**config.mk**
```make
export PLATFORM = sky130hd
export DESIGN_NAME = counter_chk_predict
export DESIGN_NICKNAME = d
export VERILOG_FILES = /design/src/rtl/counter_chk_pkg.sv /design/src/rtl/counter_chk_predict.sv
export SDC_FILE = /design/constraint.sdc
export NUM_CORES = 1
export LEC_CHECK = 0
export CAP_MARGIN = 20
export CORE_AREA = 2 2 39 41
export DETAILED_ROUTE_END_ITERATION = 10
export DIE_AREA = 0 0 41 43
export PLACE_DENSITY = 0.4
export SYNTH_ARGS = -nofsm -noshare
export SYNTH_HDL_FRONTEND = slang
export SYNTH_SLANG_ARGS = --single-unit
```
**constraint.sdc**
```tcl
create_clock -name vclk -period 0.8
set_clock_uncertainty 0.15 [all_clocks]
set_input_delay 0.08 -clock vclk [all_inputs]
set_output_delay 0.08 -clock vclk [all_outputs]
set_load 0.01 [all_outputs]
```
**src/rtl/counter_chk_pkg.sv**
```systemverilog
// Shared types and constants for the up/down counter monitor.
package counter_chk_pkg;

  typedef enum logic {
    INIT  = 1'b0,
    TRACK = 1'b1
  } chk_state_t;

  localparam int MODE_UP   = 1;
  localparam int MODE_DOWN = 0;

endpackage

```
**src/rtl/counter_chk_predict.sv**
```systemverilog
// Predicts the observed counter's current value from the previous sample,
// and flags when that step is the wrap-around edge.
module counter_chk_predict
  import counter_chk_pkg::*;
#(
  parameter int WIDTH = 6,
  parameter int MODE  = MODE_DOWN
) (
  input  logic [WIDTH-1:0] ref_q,
  input  logic             ref_en,
  output logic [WIDTH-1:0] exp_q,
  output logic             is_wrap_edge
);

  localparam logic [WIDTH-1:0] ONE      = WIDTH'(1);
  localparam logic [WIDTH-1:0] ALL_ONES = '1;
  localparam logic [WIDTH-1:0] ZERO     = '0;

  logic [WIDTH-1:0] step_q;
  logic             at_edge;

  always_comb begin
    step_q  = ref_q;
    at_edge = 1'b0;
    if (MODE == MODE_UP) begin
      step_q  = ref_q + ONE;
      at_edge = (ref_q == ALL_ONES);
    end else begin
      step_q  = ref_q - ONE;
      at_edge = (ref_q == ZERO);
    end
    exp_q        = ref_en ? step_q : ref_q;
    is_wrap_edge = ref_en && at_edge;
  end

endmodule

```
==> metrics.csv <==
metric;value;unit
Die X-Extent;41;um
post-layout utilization of the core;34.72;%
result of the run;complete, but fails checks;
worst endpoint data arrival time;0.92;ns
Final Instance Count excl. Fillers;59;
post-placement setup slack;-1.159;ns
total wirelength of the detailed-routed design;598;um
Mapped Cells;19;
number of buffers inserted for hold repair after clock tree synthesis;0;
unrepaired setup endpoints after global routing;true;
area share of the largest cell type after synthesis;18.10;%
critical-path maximum fanout;2;
Setup WS post-layout;-0.3546;ns
via count of the first global-routing pass;225;
number of hold violations in the final report;0;
final std cell area, no fill;480.5;um^2
Vias/cell;3.797;
min-delay worst type;input pin to primary output;
final RePlAce weighted congestion;0.6473;
Worst Tran Pin Value;0.2224;ns
nature of the critical path endpoint;primary output;
Initial Utilization;10.49;%
biggest area contributors in the synthesized netlist;sky130_fd_sc_hd__xnor2_1 18%, sky130_fd_sc_hd__ha_1 17%, sky130_fd_sc_hd__nor4b_4 16%;
data required time at the worst endpoint;0.57;ns
Cell Count Post-Placement;53;
area of the placeable core;0.001384;mm^2
count of pins on the block boundary;14;
leading cell types by count after synthesis;4 x sky130_fd_sc_hd__nor2_1, 3 x sky130_fd_sc_hd__xnor2_1, 2 x sky130_fd_sc_hd__ha_1, 2 x sky130_fd_sc_hd__inv_1, 2 x sky130_fd_sc_hd__xor2_1;
starting DRC count in detailed routing;2;
Worst Hold Launch;ref_q[1];
Critical Path Source Type;input pin;
total global routing track utilization;6.394;%
row cnt;14;
Detailed Routing Iterations Pass 1;2;
power density relative to cell area;485.4;mW/mm^2
biggest area consumer among synthesized cells;sky130_fd_sc_hd__xnor2_1;
maximum vdd drop;0.0001681;V
multi-input logic area;212.7;um^2
area of placed instances;371.6;um^2
wire length of the first global-routing pass;848;um
summed instance area of the synthesized netlist;145.1;um^2
height of the die;43;um
grt total ovfl;0;
number of routed nets with antenna violations;0;
number of antenna diodes;0;
worst setup path category;input pin to primary output;
clkbuf count;0;
share of post-route cells with drive strength above 1;88.37;%
overall die area;0.001763;mm^2
total number of vias;224;
pin count of the biggest net entering global routing;6;
quantity of I/O buffers inserted on ports;14;
routed len/inst;10.14;um
Cell variety after synth;11;
Max Transition Viols Final;0;
number of endpoints failing setup at the final stage;7;
Critical path origin;ref_q[2];
number of antenna violations at the first check in global routing;0;
min cycle time layout;1.155;ns
register area;0;um^2
leakage power summed over all cells;0.0002316;uW
power after layout;233.2;uW
Avg Synthesized Cell Area;7.639;um^2
final clock period utilization by the worst path;144.3;%
Filler cells;141;
Maximum Capacitance Violations;0;
most repeated cell in the gate-level netlist after synthesis;sky130_fd_sc_hd__nor2_1;
net count after synthesis;28;
violated checks;setup timing;
total of warnings raised by yosys;0;
area growth from synthesis to layout;231.0;%
headroom to the max-slew limit;85.11;%
achievable frequency;866.1;MHz
part of the Yosys area used for sequential elements;0;%
seq_cells;0;
final net count;54;
DRC violations left;0;
==> layout make-up <==
type | instances | share of cell area, %
inverters | 2 | 4.167
multi-input cells | 17 | 44.27
well taps | 16 | 4.167
repair buffers | 24 | 47.40
==> timing repair <==
item	4_1_cts	5_1_grt
cloned	0	0
setup endpoints to repair	7	7
endpoints found under the hold margin	0	0
setup buffers	4	2
resized for setup	74	9
pin swaps	9	8
==> worst max-delay path, cell delays in order <==
cell and delay [ns]:
sky130_fd_sc_hd__buf_8 0.10, sky130_fd_sc_hd__nor4b_4 0.28, sky130_fd_sc_hd__buf_4 0.16, sky130_fd_sc_hd__nand2_4 0.04, sky130_fd_sc_hd__xnor2_2 0.12, sky130_fd_sc_hd__buf_2 0.13
==> layer usage <==
metal / track usage (%) / wire (um)
met5: 0 / 0
met4: 0 / 0
met3: 1.047 / 76
met2: 11.88 / 303
met1: 7.595 / 218
==> through the flow <==
step                      TNS (ns)  hold WS, ns
after floorplan            -0.1461      0.06145
after global placement      -7.411        1.085
after detailed placement    -7.381        1.094
after CTS                   -1.346       0.3560
after global routing        -1.767       0.3756
final                       -1.467       0.3586
==> final timing paths <==
check  endpoint  slack [ns]  depth (start not counted)
max    exp_q[5]       -0.35                          6
min    exp_q[1]        0.36                          4
==> power by group <==
group | switching [uW] | leakage [uW] | internal [uW]
Sequential | 0 | 0 | 0
Clock | 0 | 0 | 0
Combinational | 97.3 | 0.000232 | 136
Total | 97.3 | 0.000232 | 136
==> cells by family after synthesis <==
logic type	count (synthesis)	synth area share [%]
and+or+nand+nor	9	43.96
xor gates and xnor gates	5	30.18
adders and majority gates	2	17.24
buffers and inverters	2	5.174
AOI/OAI and AO/OA	1	3.445
==> cells in the final DEF (no fill, tap or decap), drive strengths merged <==
| cell type | count |
|---|---|
| ha | 2 |
| a21oi | 1 |
| nand3 | 1 |
| nor4b | 1 |
| buf | 21 |
| nor2 | 4 |
| inv | 2 |
| clkbuf | 1 |
| and4 | 1 |
| nand2 | 2 |
| xor2 | 2 |
| xnor2 | 3 |
| clkdlybuf4s15 | 2 |
No activity file was read; power rests on OpenSTA's default activity.
==> RTL edit, RTL diff (same flow settings) <==
Set the parameter `WIDTH` to 5 (it was 6).
--- a/src/rtl/counter_chk_predict.sv
+++ b/src/rtl/counter_chk_predict.sv
@@ -3,7 +3,7 @@
 module counter_chk_predict
   import counter_chk_pkg::*;
 #(
-  parameter int WIDTH = 6,
+  parameter int WIDTH = 5,
   parameter int MODE  = MODE_DOWN
 ) (
   input  logic [WIDTH-1:0] ref_q,
Interface: changed (resized exp_q and ref_q); port bits go from 14 to 12. No check against the original RTL was run, so the function may have changed too.
==> RTL edit against the original RTL <==
  * The flow still finishes with violations (setup timing)
  * Die area did not move
  * Worst setup slack improved by 0.034 ns
  * Routed wire length decreased by 32%
  * Final area down 30%
  * Sequential share of layout area unchanged
  * Total power is 29% lower
  * Area after synthesis down 24%
  * Largest cell class unchanged
==> RTL edit: results (changes against the original RTL) <==
status = finished, violations left
failing checks = setup timing
Synth cell types = 10 (-1)
hold path startpoint = ref_q[2]
Area contributors post-synth = xor2_1, nor4b_4, and4bb_1
DR iter-0 viols = 0 (-2)
final setup vio count = 6 (-1)
Adder-Cell Fraction of Synth Area = 11.36% (-5.9 points)
vias in the first global route = 168 (-25%)
XOR/XNOR share of the synthesized area = 31.82% (+1.6 points)
Peak VDD IR = 0.1259 mV (-25%)
met1 usage in global routing = 4.747% (-2.8 points)
# placed instances = 45 (-15%)
Vias per Instance = 3.422 (-9.9%)
first-pass GRT wire length = 607 um (-28%)
Post-Route WL = 406 um (-32%)
crit path DAT = 0.89 ns (-0.03 ns)
seq_cells = 0 (unchanged)
grt met2 use = 9.688% (-2.2 points)
layout cell share with drive strength beyond 1 = 79.31% (-9.1 points)
cell depth of the worst hold path = 3 (-1)
Pleak = 0.0001519 uW (-34%)
syn_nets = 20 (-29%)
Synth Instances = 13 (-6)
fillers = 152 (+7.8%)
Commonest cells post-synth = xor2_1, inv_1
Synth Area in Compound Gates = 4.545% (+1.1 points)
Worst-Margin Slew = 0.2152 ns (-0.007225 ns)
Setup WS post-layout = -0.3205 ns (+0.03405 ns)
Hold WS = 0.3429 ns (-0.01566 ns)
gpl congestion = 0.5691 (-12%)
drt pass-1 iters = 1 (-1)
met3 GRT Util = 0% (-1.0 points)
## RTL edit: worst max-delay path, cell delays in order
cell,delay (ns)
clkdlybuf4s15_1,0.20
and4bb_2,0.35
xor2_2,0.13
buf_2,0.14
## RTL edit: area by class of cell
cell class	instances	area share (%)
inverter	2	7.407
timing repair buffer	16	44.81
multi-input combinational	11	41.85
tap	16	5.926
## RTL edit: worst max-delay path by stage
| stage | from | endpoint | slack [ns] | cells after the start |
|---|---|---|---|---|
| 2_1_floorplan | ref_q[1] | exp_q[4] | -0.08 | 4 |
| 3_3_place_gp | ref_q[1] | exp_q[4] | -1.21 | 7 |
| 3_5_place_dp | ref_q[1] | exp_q[4] | -1.22 | 7 |
| 4_1_cts | ref_q[1] | exp_q[4] | -0.42 | 7 |
| 5_1_grt | ref_q[1] | exp_q[3] | -0.38 | 5 |
| 6_report | ref_q[3] | exp_q[4] | -0.32 | 4 |
## RTL edit: logic make-up (layout without fill, tap and decap cells)
kind of cell	after synthesis	count (layout)
buf+inv	2	18
compound gates	1	1
simple gates	5	5
fa+ha+maj	1	1
xor+xnor	4	4
## RTL edit: what timing repair did
action / 4_1_cts / 5_1_grt
gates cloned: 0 / 0
endpoints found under the setup margin: 6 / 6
buffers inserted: 0 / 1
resized for setup: 47 / 11
pin swaps: 6 / 5
## RTL edit: report_power, final
part | switching, uW | leakage [uW] | total (uW) | internal, uW
clock | 0 | 0 | 0 | 0
combinational | 71.7 | 0.000152 | 166 | 94.3
sequential | 0 | 0 | 0 | 0
total | 71.7 | 0.000152 | 166 | 94.3
## RTL edit: per-layer routing
| metal | wire (um) | share of wire [%] |
|---|---|---|
| met5 | 0 | 0 |
| met4 | 0 | 0 |
| met3 | 79 | 19 |
| met2 | 192 | 47 |
| met1 | 134 | 33 |
## RTL edit: through the flow
stage | instance area (sq um) | utilization (%) | TNS [ns] | setup WS [ns]
2_1_floorplan | 155.1 | - | -0.1729 | -0.07931
3_3_place_gp | 325.3 | 23.51 | -6.582 | -1.210
3_5_place_dp | 325.3 | 23.51 | -6.625 | -1.215
6_report | 337.8 | 24.41 | -1.156 | -0.3205
4_1_cts | 312.8 | 22.60 | -1.679 | -0.4199
5_1_grt | 337.8 | 24.41 | -1.402 | -0.3784
